`config.mk`:
```
export PLATFORM = sky130hd
export DESIGN_NAME = wb_config_ctrl
export DESIGN_NICKNAME = d
export VERILOG_FILES = /design/src/rtl/wb_config_pkg.sv /design/src/rtl/cfg_slice_shifter.sv /design/src/rtl/wb_config_ctrl.sv
export SDC_FILE = /design/constraint.sdc
export NUM_CORES = 1
export LEC_CHECK = 0
export CORE_ASPECT_RATIO = 1.75
export CORE_MARGIN = 4
export CORE_UTILIZATION = 54
export CTS_CLUSTER_SIZE = 10
export DETAILED_ROUTE_END_ITERATION = 12
export PLACE_DENSITY = 0.9
export SLEW_MARGIN = 20
export SYNTH_ARGS = -nofsm -noshare
export SYNTH_HDL_FRONTEND = slang
export SYNTH_HIERARCHICAL = 1
export SYNTH_SLANG_ARGS = --single-unit
```
`constraint.sdc`:
```
create_clock -name wb_clk_i -period 6.5 [get_ports wb_clk_i]
set_input_delay 0.975 -clock wb_clk_i [delete_from_list [all_inputs] [get_ports wb_clk_i]]
set_output_delay 0.975 -clock wb_clk_i [all_outputs]
set_load 0.05 [all_outputs]
```
`src/rtl/wb_config_pkg.sv`:
```
// Shared definitions for the configuration-chain Wishbone slave.
package wb_config_pkg;

  // Register offsets (addr[7:0])
  localparam logic [7:0] OFF_CTRL   = 8'h00;
  localparam logic [7:0] OFF_DATA   = 8'h04;
  localparam logic [7:0] OFF_CMD    = 8'h08;
  localparam logic [7:0] OFF_STATUS = 8'h0C;

  // STATUS bit positions
  localparam int ST_BUSY    = 0;
  localparam int ST_READY   = 1;
  localparam int ST_ERR     = 2;
  localparam int ST_CNT_LSB = 16;
  localparam int CNT_W      = 16;

  typedef enum logic [1:0] {S_IDLE, S_SHIFT, S_SET, S_ACK} state_t;

  // Slices carried by one 32-bit word
  function automatic int slices_per_word(input int cols);
    return 32 / cols;
  endfunction

  // Width of a counter that must reach slices_per_word(cols)
  function automatic int slice_idx_w(input int cols);
    return $clog2(32 / cols + 1);
  endfunction

endpackage

```
`src/rtl/cfg_slice_shifter.sv`:
```
// Serialises a data word into COLS-wide slices on the target regions and
// drives the one-cycle latch pulse. All outputs are registered.
module cfg_slice_shifter
  import wb_config_pkg::*;
#(
  parameter int NUM_REGIONS = 2,
  parameter int COLS        = 4
) (
  input  logic                          clk,
  input  logic                          rst_n,
  input  logic                          load,
  input  logic                          latch,
  input  logic [NUM_REGIONS-1:0]        tmask,
  input  logic [31:0]                   data,
  output logic                          done,
  output logic [NUM_REGIONS-1:0]        cen_o,
  output logic [NUM_REGIONS*COLS-1:0]   shift_o,
  output logic [NUM_REGIONS*COLS-1:0]   set_o
);

  localparam int SPW = slices_per_word(COLS);
  localparam int IW  = slice_idx_w(COLS);

  logic [31:0]                 word_q;
  logic [IW-1:0]               idx_q;
  logic                        active_q;
  logic [COLS-1:0]             slice_sel;
  logic [NUM_REGIONS*COLS-1:0] col_mask;
  logic [NUM_REGIONS*COLS-1:0] slice_bus;

  // First slice comes straight from the bus word, later ones from the register
  assign slice_sel = load ? data[COLS-1:0] : word_q[COLS-1:0];

  for (genvar r = 0; r < NUM_REGIONS; r++) begin : g_reg
    assign col_mask[r*COLS +: COLS]  = {COLS{tmask[r]}};
    assign slice_bus[r*COLS +: COLS] = slice_sel;
  end

  // Last slice of the word is currently on shift_o
  assign done = active_q && (idx_q == IW'(SPW));

  // Slice sequencing and output registers
  always_ff @(posedge clk or negedge rst_n) begin
    if (!rst_n) begin
      word_q   <= '0;
      idx_q    <= '0;
      active_q <= 1'b0;
      cen_o    <= '0;
      shift_o  <= '0;
      set_o    <= '0;
    end else begin
      set_o <= latch ? col_mask : '0;
      if (load) begin
        word_q   <= data >> COLS;
        idx_q    <= IW'(1);
        active_q <= 1'b1;
        cen_o    <= tmask;
        shift_o  <= slice_bus & col_mask;
      end else if (active_q) begin
        if (done) begin
          active_q <= 1'b0;
          cen_o    <= '0;
          shift_o  <= '0;
        end else begin
          word_q  <= word_q >> COLS;
          idx_q   <= idx_q + IW'(1);
          shift_o <= slice_bus & col_mask;
        end
      end
    end
  end

endmodule

```
`src/rtl/wb_config_ctrl.sv`:
```
// Wishbone slave loading per-column configuration shift chains.
// Outputs are zero outside the address window so instances can be OR-ed.
module wb_config_ctrl
  import wb_config_pkg::*;
#(
  parameter int          NUM_REGIONS = 2,
  parameter int          COLS        = 4,
  parameter int          CHAIN_LEN   = 1024,
  parameter logic [31:0] BASE_ADDR   = 32'h3000_0000
) (
  input  logic                        wb_clk_i,
  input  logic                        wb_rst_i,
  input  logic                        wbs_stb_i,
  input  logic                        wbs_cyc_i,
  input  logic                        wbs_we_i,
  input  logic [3:0]                  wbs_sel_i,
  input  logic [31:0]                 wbs_addr_i,
  input  logic [31:0]                 wbs_data_i,
  output logic                        wbs_ack_o,
  output logic [31:0]                 wbs_data_o,
  output logic [NUM_REGIONS-1:0]      cen_o,
  output logic [NUM_REGIONS*COLS-1:0] shift_o,
  output logic [NUM_REGIONS*COLS-1:0] set_o,
  output logic                        busy_o
);

  state_t             state_q, state_d;
  logic               ack_q, ack_d;
  logic               drop_q;
  logic               bcast_q;
  logic [7:0]         region_q;
  logic [CNT_W-1:0]   count_q;
  logic               err_q;
  logic [31:0]        rdata_q, rd_mux;
  logic [NUM_REGIONS-1:0] tmask;
  logic               hit, accept, ready, empty, sh_done;
  logic               wr_ctrl, wr_data, wr_cmd, wr_status, do_latch, latch_ok;
  logic [7:0]         off;
  logic               unused_sel;

  assign unused_sel = &{1'b0, wbs_sel_i[3:2]};

  assign off       = wbs_addr_i[7:0];
  assign hit       = (wbs_addr_i[31:8] == BASE_ADDR[31:8]);
  assign accept    = (state_q == S_IDLE) && wbs_cyc_i && wbs_stb_i && hit;
  assign wr_ctrl   = accept && wbs_we_i && (off == OFF_CTRL);
  assign wr_data   = accept && wbs_we_i && (off == OFF_DATA);
  assign wr_cmd    = accept && wbs_we_i && (off == OFF_CMD);
  assign wr_status = accept && wbs_we_i && (off == OFF_STATUS);
  assign ready     = {16'h0, count_q} >= 32'(CHAIN_LEN);
  assign do_latch  = wr_cmd && wbs_data_i[0];
  assign latch_ok  = do_latch && ready;
  assign empty     = ~|tmask;

  // Target regions: all on broadcast, otherwise the selected one if it exists
  always_comb begin
    tmask = '0;
    if (bcast_q) tmask = '1;
    else
      for (int r = 0; r < NUM_REGIONS; r++)
        if (region_q == 8'(r)) tmask[r] = 1'b1;
  end

  // Read data, captured at acceptance (FSM is IDLE then, so busy reads 0)
  always_comb begin
    rd_mux = '0;
    if (off == OFF_CTRL) begin
      rd_mux[0]    = bcast_q;
      rd_mux[15:8] = region_q;
    end else if (off == OFF_STATUS) begin
      rd_mux[ST_BUSY]               = (state_q != S_IDLE);
      rd_mux[ST_READY]              = ready;
      rd_mux[ST_ERR]                = err_q;
      rd_mux[ST_CNT_LSB +: CNT_W]   = count_q;
    end
  end

  // Next state and ack; a dropped cycle during SHIFT suppresses the ack
  always_comb begin
    state_d = state_q;
    case (state_q)
      S_IDLE:  if (accept) state_d = wr_data ? S_SHIFT : (latch_ok ? S_SET : S_ACK);
      S_SHIFT: if (sh_done) state_d = S_ACK;
      S_SET:   state_d = S_ACK;
      S_ACK:   state_d = S_IDLE;
      default: state_d = S_IDLE;
    endcase
    ack_d = (state_d == S_ACK) &&
            !((state_q == S_SHIFT) && (drop_q || !wbs_cyc_i));
  end

  // FSM, ack, cyc-drop tracking and read data registers
  always_ff @(posedge wb_clk_i or negedge wb_rst_i) begin
    if (!wb_rst_i) begin
      state_q <= S_IDLE;
      ack_q   <= 1'b0;
      drop_q  <= 1'b0;
      rdata_q <= '0;
    end else begin
      state_q <= state_d;
      ack_q   <= ack_d;
      if (accept) drop_q <= 1'b0;
      else if ((state_q == S_SHIFT) && !wbs_cyc_i) drop_q <= 1'b1;
      if (accept) rdata_q <= wbs_we_i ? 32'h0 : rd_mux;
    end
  end

  // CTRL, slice count and sticky error
  always_ff @(posedge wb_clk_i or negedge wb_rst_i) begin
    if (!wb_rst_i) begin
      bcast_q  <= 1'b0;
      region_q <= '0;
      count_q  <= '0;
      err_q    <= 1'b0;
    end else begin
      if (wr_ctrl) begin
        if (wbs_sel_i[0]) bcast_q  <= wbs_data_i[0];
        if (wbs_sel_i[1]) region_q <= wbs_data_i[15:8];
      end
      // Latch owns the count when both latch and clear are written
      if (wr_ctrl || (wr_cmd && wbs_data_i[1] && !wbs_data_i[0]))
        count_q <= '0;
      else if (state_q == S_SET)
        count_q <= '0;
      else if ((state_q == S_SHIFT) && !empty && (count_q != '1))
        count_q <= count_q + CNT_W'(1);
      if (wr_status && wbs_data_i[ST_ERR])
        err_q <= 1'b0;
      else if ((wr_data && empty) || (do_latch && !ready))
        err_q <= 1'b1;
    end
  end

  cfg_slice_shifter #(
    .NUM_REGIONS (NUM_REGIONS),
    .COLS        (COLS)
  ) u_shifter (
    .clk     (wb_clk_i),
    .rst_n   (wb_rst_i),
    .load    (wr_data),
    .latch   (latch_ok),
    .tmask   (tmask),
    .data    (wbs_data_i),
    .done    (sh_done),
    .cen_o   (cen_o),
    .shift_o (shift_o),
    .set_o   (set_o)
  );

  assign wbs_ack_o  = ack_q;
  assign wbs_data_o = ack_q ? rdata_q : 32'h0;
  assign busy_o     = (state_q != S_IDLE);

endmodule
```
==> results_dict.tcl <==
set metrics [dict create \
    hold_class "reg2reg" \
    fin_area_um2 6490 \
    post_cts_resized 0 \
    die-area_um2 11100 \
    async_reset_ff_share_pct 100 \
    dp_cells 680 \
    synth_top_family_by_area "compound AO/OA/AOI/OAI gates" \
    post-dp-hpwl_mm 9.65 \
    globalplace.congestion 0.907 \
    nets 652 \
    required_ps 6730 \
    postCtsSetupBuffers 0 \
    areaGrowthSynthToFinish_pct 26.9 \
    n_antenna_cell 0 \
    placed_cell_area_um2 6230 \
    viasPerCell 6.06 \
    cap_violations 0 \
    power_density_nw_per_um2 183 \
    worstMarginPinSlew_ps 1060 \
    rsz0062_at_grt "false" \
    mostFrequentLayoutCells "clkdlybuf4s50_1 (116), dfrtp_1 (102), inv_1 (37), a22o_1 (35), and2_1 (31)" \
    num_io_pins 125 \
    finalNonFillerCells 694 \
    cts_buffer_depth 2 \
    comb_power_share_pct 5.8 \
    synth_top_cell_area_share_pct 50.0 \
    criticalPathCategory "in2reg" \
    cts_root_buffer "clkbuf_16" \
    layout_commonest_cell "clkdlybuf4s50_1" \
    fp-row-count 46 \
    grt_pass1_vias 4205 \
    wl_per_cell_um 18.6 \
    endpoint_kind "register" \
    numPortBuffers 117 \
    switchingPower_uw 247 \
    pwr-share-seq_pct 53.5 \
    synth_compound_area_share_pct 18.9 \
    synthAdderAreaFrac_pct 1.96 \
    cp_slowest_cell "nor4b_1" \
    numCtsBuffers 9 \
    drc_errors 0 \
    drive_gt1_share_pct 6.97 \
    yosys_register_bits 102 \
    clkLatencyLatePin_ps 350 \
    ys_seq_area_share_pct 50.0 \
    internal-power_uw 938 \
    drv_slew 0 \
    cts.sinks 102 \
    finalHoldViolCount 0 \
    drt_iter0_drc 414 \
    p_leak_nw 2.89 \
    power_mw 1.19 \
    synth_top_area_cell "dfrtp_1" \
    cp-start-kind "input port" \
    synth_edf_count 0 \
    antenna_found_initial 0 \
    ys_top_cells_by_area "dfrtp_1 (50%), a22o_1 (6.0%), a32oi_1 (4.3%)" \
    fin_crit_ps 4140 \
    die_x_um 81.5 \
    drt-total-wl_mm 12.9 \
    path_clk_slew_ps 60 \
    setup_viol 0 \
    dr_total_vias 4206 \
    die_h_um 137 \
    synth-simple-area-share_pct 17.3 \
    htreeDepth 3 \
    outcome "complete, no violations" \
    worstPathArrival_ps 4370 \
    postCtsHoldBufs 0 \
    cp_slowest_stage_delay_ps 810 \
    clock.fmax_ghz 0.242 \
    grt_pass1_wl_mm 20.6 \
    grt_max_degree 58 \
    avgSynthCellArea_um2 10.8 \
    cts_tree "done" \
    slew_headroom_pct 29.0 \
    path_cells "clkdlybuf4s50_1 -> or4_4 -> nor4b_1 -> and3_2 -> nor2b_1 -> buf_4 -> a32o_1 -> a22o_1" \
    synth_xor_area_share_pct 2.57 \
    postRouteAntennaNets 0 \
    grt.overflow.total 0 \
    synth_ff_type "dfrtp_1" \
    start_util_pct 55.8 \
    finalClockSkew_ps 4.29 \
    p_sw_share_pct 20.9 \
    whs_ps 498 \
    critical_path.max_fanout 37 \
    yosys_warnings 6 \
    core_region_area_um2 9150 \
    ir_worst_vdd_v 0.000162 \
    min_period_over_period_pct 63.7 \
    clockPowerShare_pct 40.7 \
    grt.total_usage_pct 24.1 \
    first_pass_iters 5 \
    ys_types 49 \
    synthMuxAreaShare_pct 1.96 \
    synthCells 474 \
    synthesis.area_um2 5110 \
    setup_tns_ps 0 \
]
==> routing by layer <==
metal | part of all wire (%) | track usage, % | wire length [µm]
met5 | 0 | 0 | 0
met1 | 34 | 26.1 | 4400
met3 | 5.7 | 5.47 | 733
met2 | 57 | 44.1 | 7380
met4 | 3.0 | 9.40 | 383
==> critical path: cells and delay by family <==
kind                   cells  cell delay, ps
AOI/OAI and AO/OA          2             520
buffers and inverters      2             660
and+or+nand+nor            4            2180
==> final cells by class <==
class,instances,area (µm²)
tap,120,150
timing repair buffer,120,1190
sequential,102,2550
clock inverter,2,10.0
fill,668,2670
inverter,37,139
multi-input combinational,301,2200
clock buffer,12,246
==> metrics by stage <==
step	worst slack, ps	utilization, %
2_1_floorplan	3360	-
3_3_place_gp	2240	68.1
3_5_place_dp	2060	68.1
4_1_cts	2400	70.9
5_1_grt	2210	70.9
6_report	2360	70.9
==> cell families (layout without fill, tap and decap cells) <==
group | after synthesis | in the layout
AOI/OAI and AO/OA | 118 | 118
xor gates and xnor gates | 15 | 15
adders and majority gates | 8 | 8
buffers and inverters | 75 | 171
DFF | 102 | 102
muxes | 9 | 9
other | 1 | 5
and+or+nand+nor | 146 | 146
==> final timing paths <==
| kind | slack (ps) | startpoint | endpoint | cells past startpoint |
|---|---|---|---|---|
| setup / recovery | 2360 | wbs_addr_i[1] | u_shifter/shift_o[0]$_DFFE_PN0P_ | 8 |
| hold / removal | 500 | rdata_q[10]$_DFFE_PN0N_ | rdata_q[10]$_DFFE_PN0N_ | 1 |
| setup reg to reg | 3110 | state_q[1]$_DFF_PN0_ | u_shifter/shift_o[0]$_DFFE_PN0P_ | 10 |
| hold reg to reg | 500 | rdata_q[10]$_DFFE_PN0N_ | rdata_q[10]$_DFFE_PN0N_ | 1 |
| max in group asynchronous | 4770 | wb_rst_i | u_shifter/cen_o[0]$_DFFE_PN0P_ | 2 |
| min in group asynchronous | 620 | wb_rst_i | rdata_q[9]$_DFFE_PN0N_ | 1 |
==> flip-flops by register name, summed over array words and instances (netlist names) <==
name and cells:
bcast_q 1, drop_q 1, u_shifter/shift_o 8, wbs_ack_o 1, u_shifter/idx_q 4, err_q 1
u_shifter/set_o 2, u_shifter/word_q 28, state_q 2, region_q 8, rdata_q 27, u_shifter/cen_o 2
count_q 16, u_shifter/active_q 1
==> synthesized netlist by cell type (10+ instances only) <==
library cell	n
and2_1	31
dfrtp_1	102
nor4_1	11
a32oi_1	25
clkbuf_1	12
nor2_1	23
xnor2_1	10
buf_4	15
nand2_1	18
nand4_1	11
a22o_1	35
inv_1	37
o31ai_1	18
nand3_1	10
o21ai_0	10
==> power groups by stage <==
stage	clock network [mW]	logic, mW	registers (mW)
2_1_floorplan	0	0.0121	0.647
3_5_place_dp	0	0.0695	0.647
4_1_cts	0.488	0.0697	0.635
3_3_place_gp	0	0.0675	0.647
5_1_grt	0.518	0.0742	0.634
6_report	0.482	0.0690	0.635
Power figures use the tool's default switching activity.
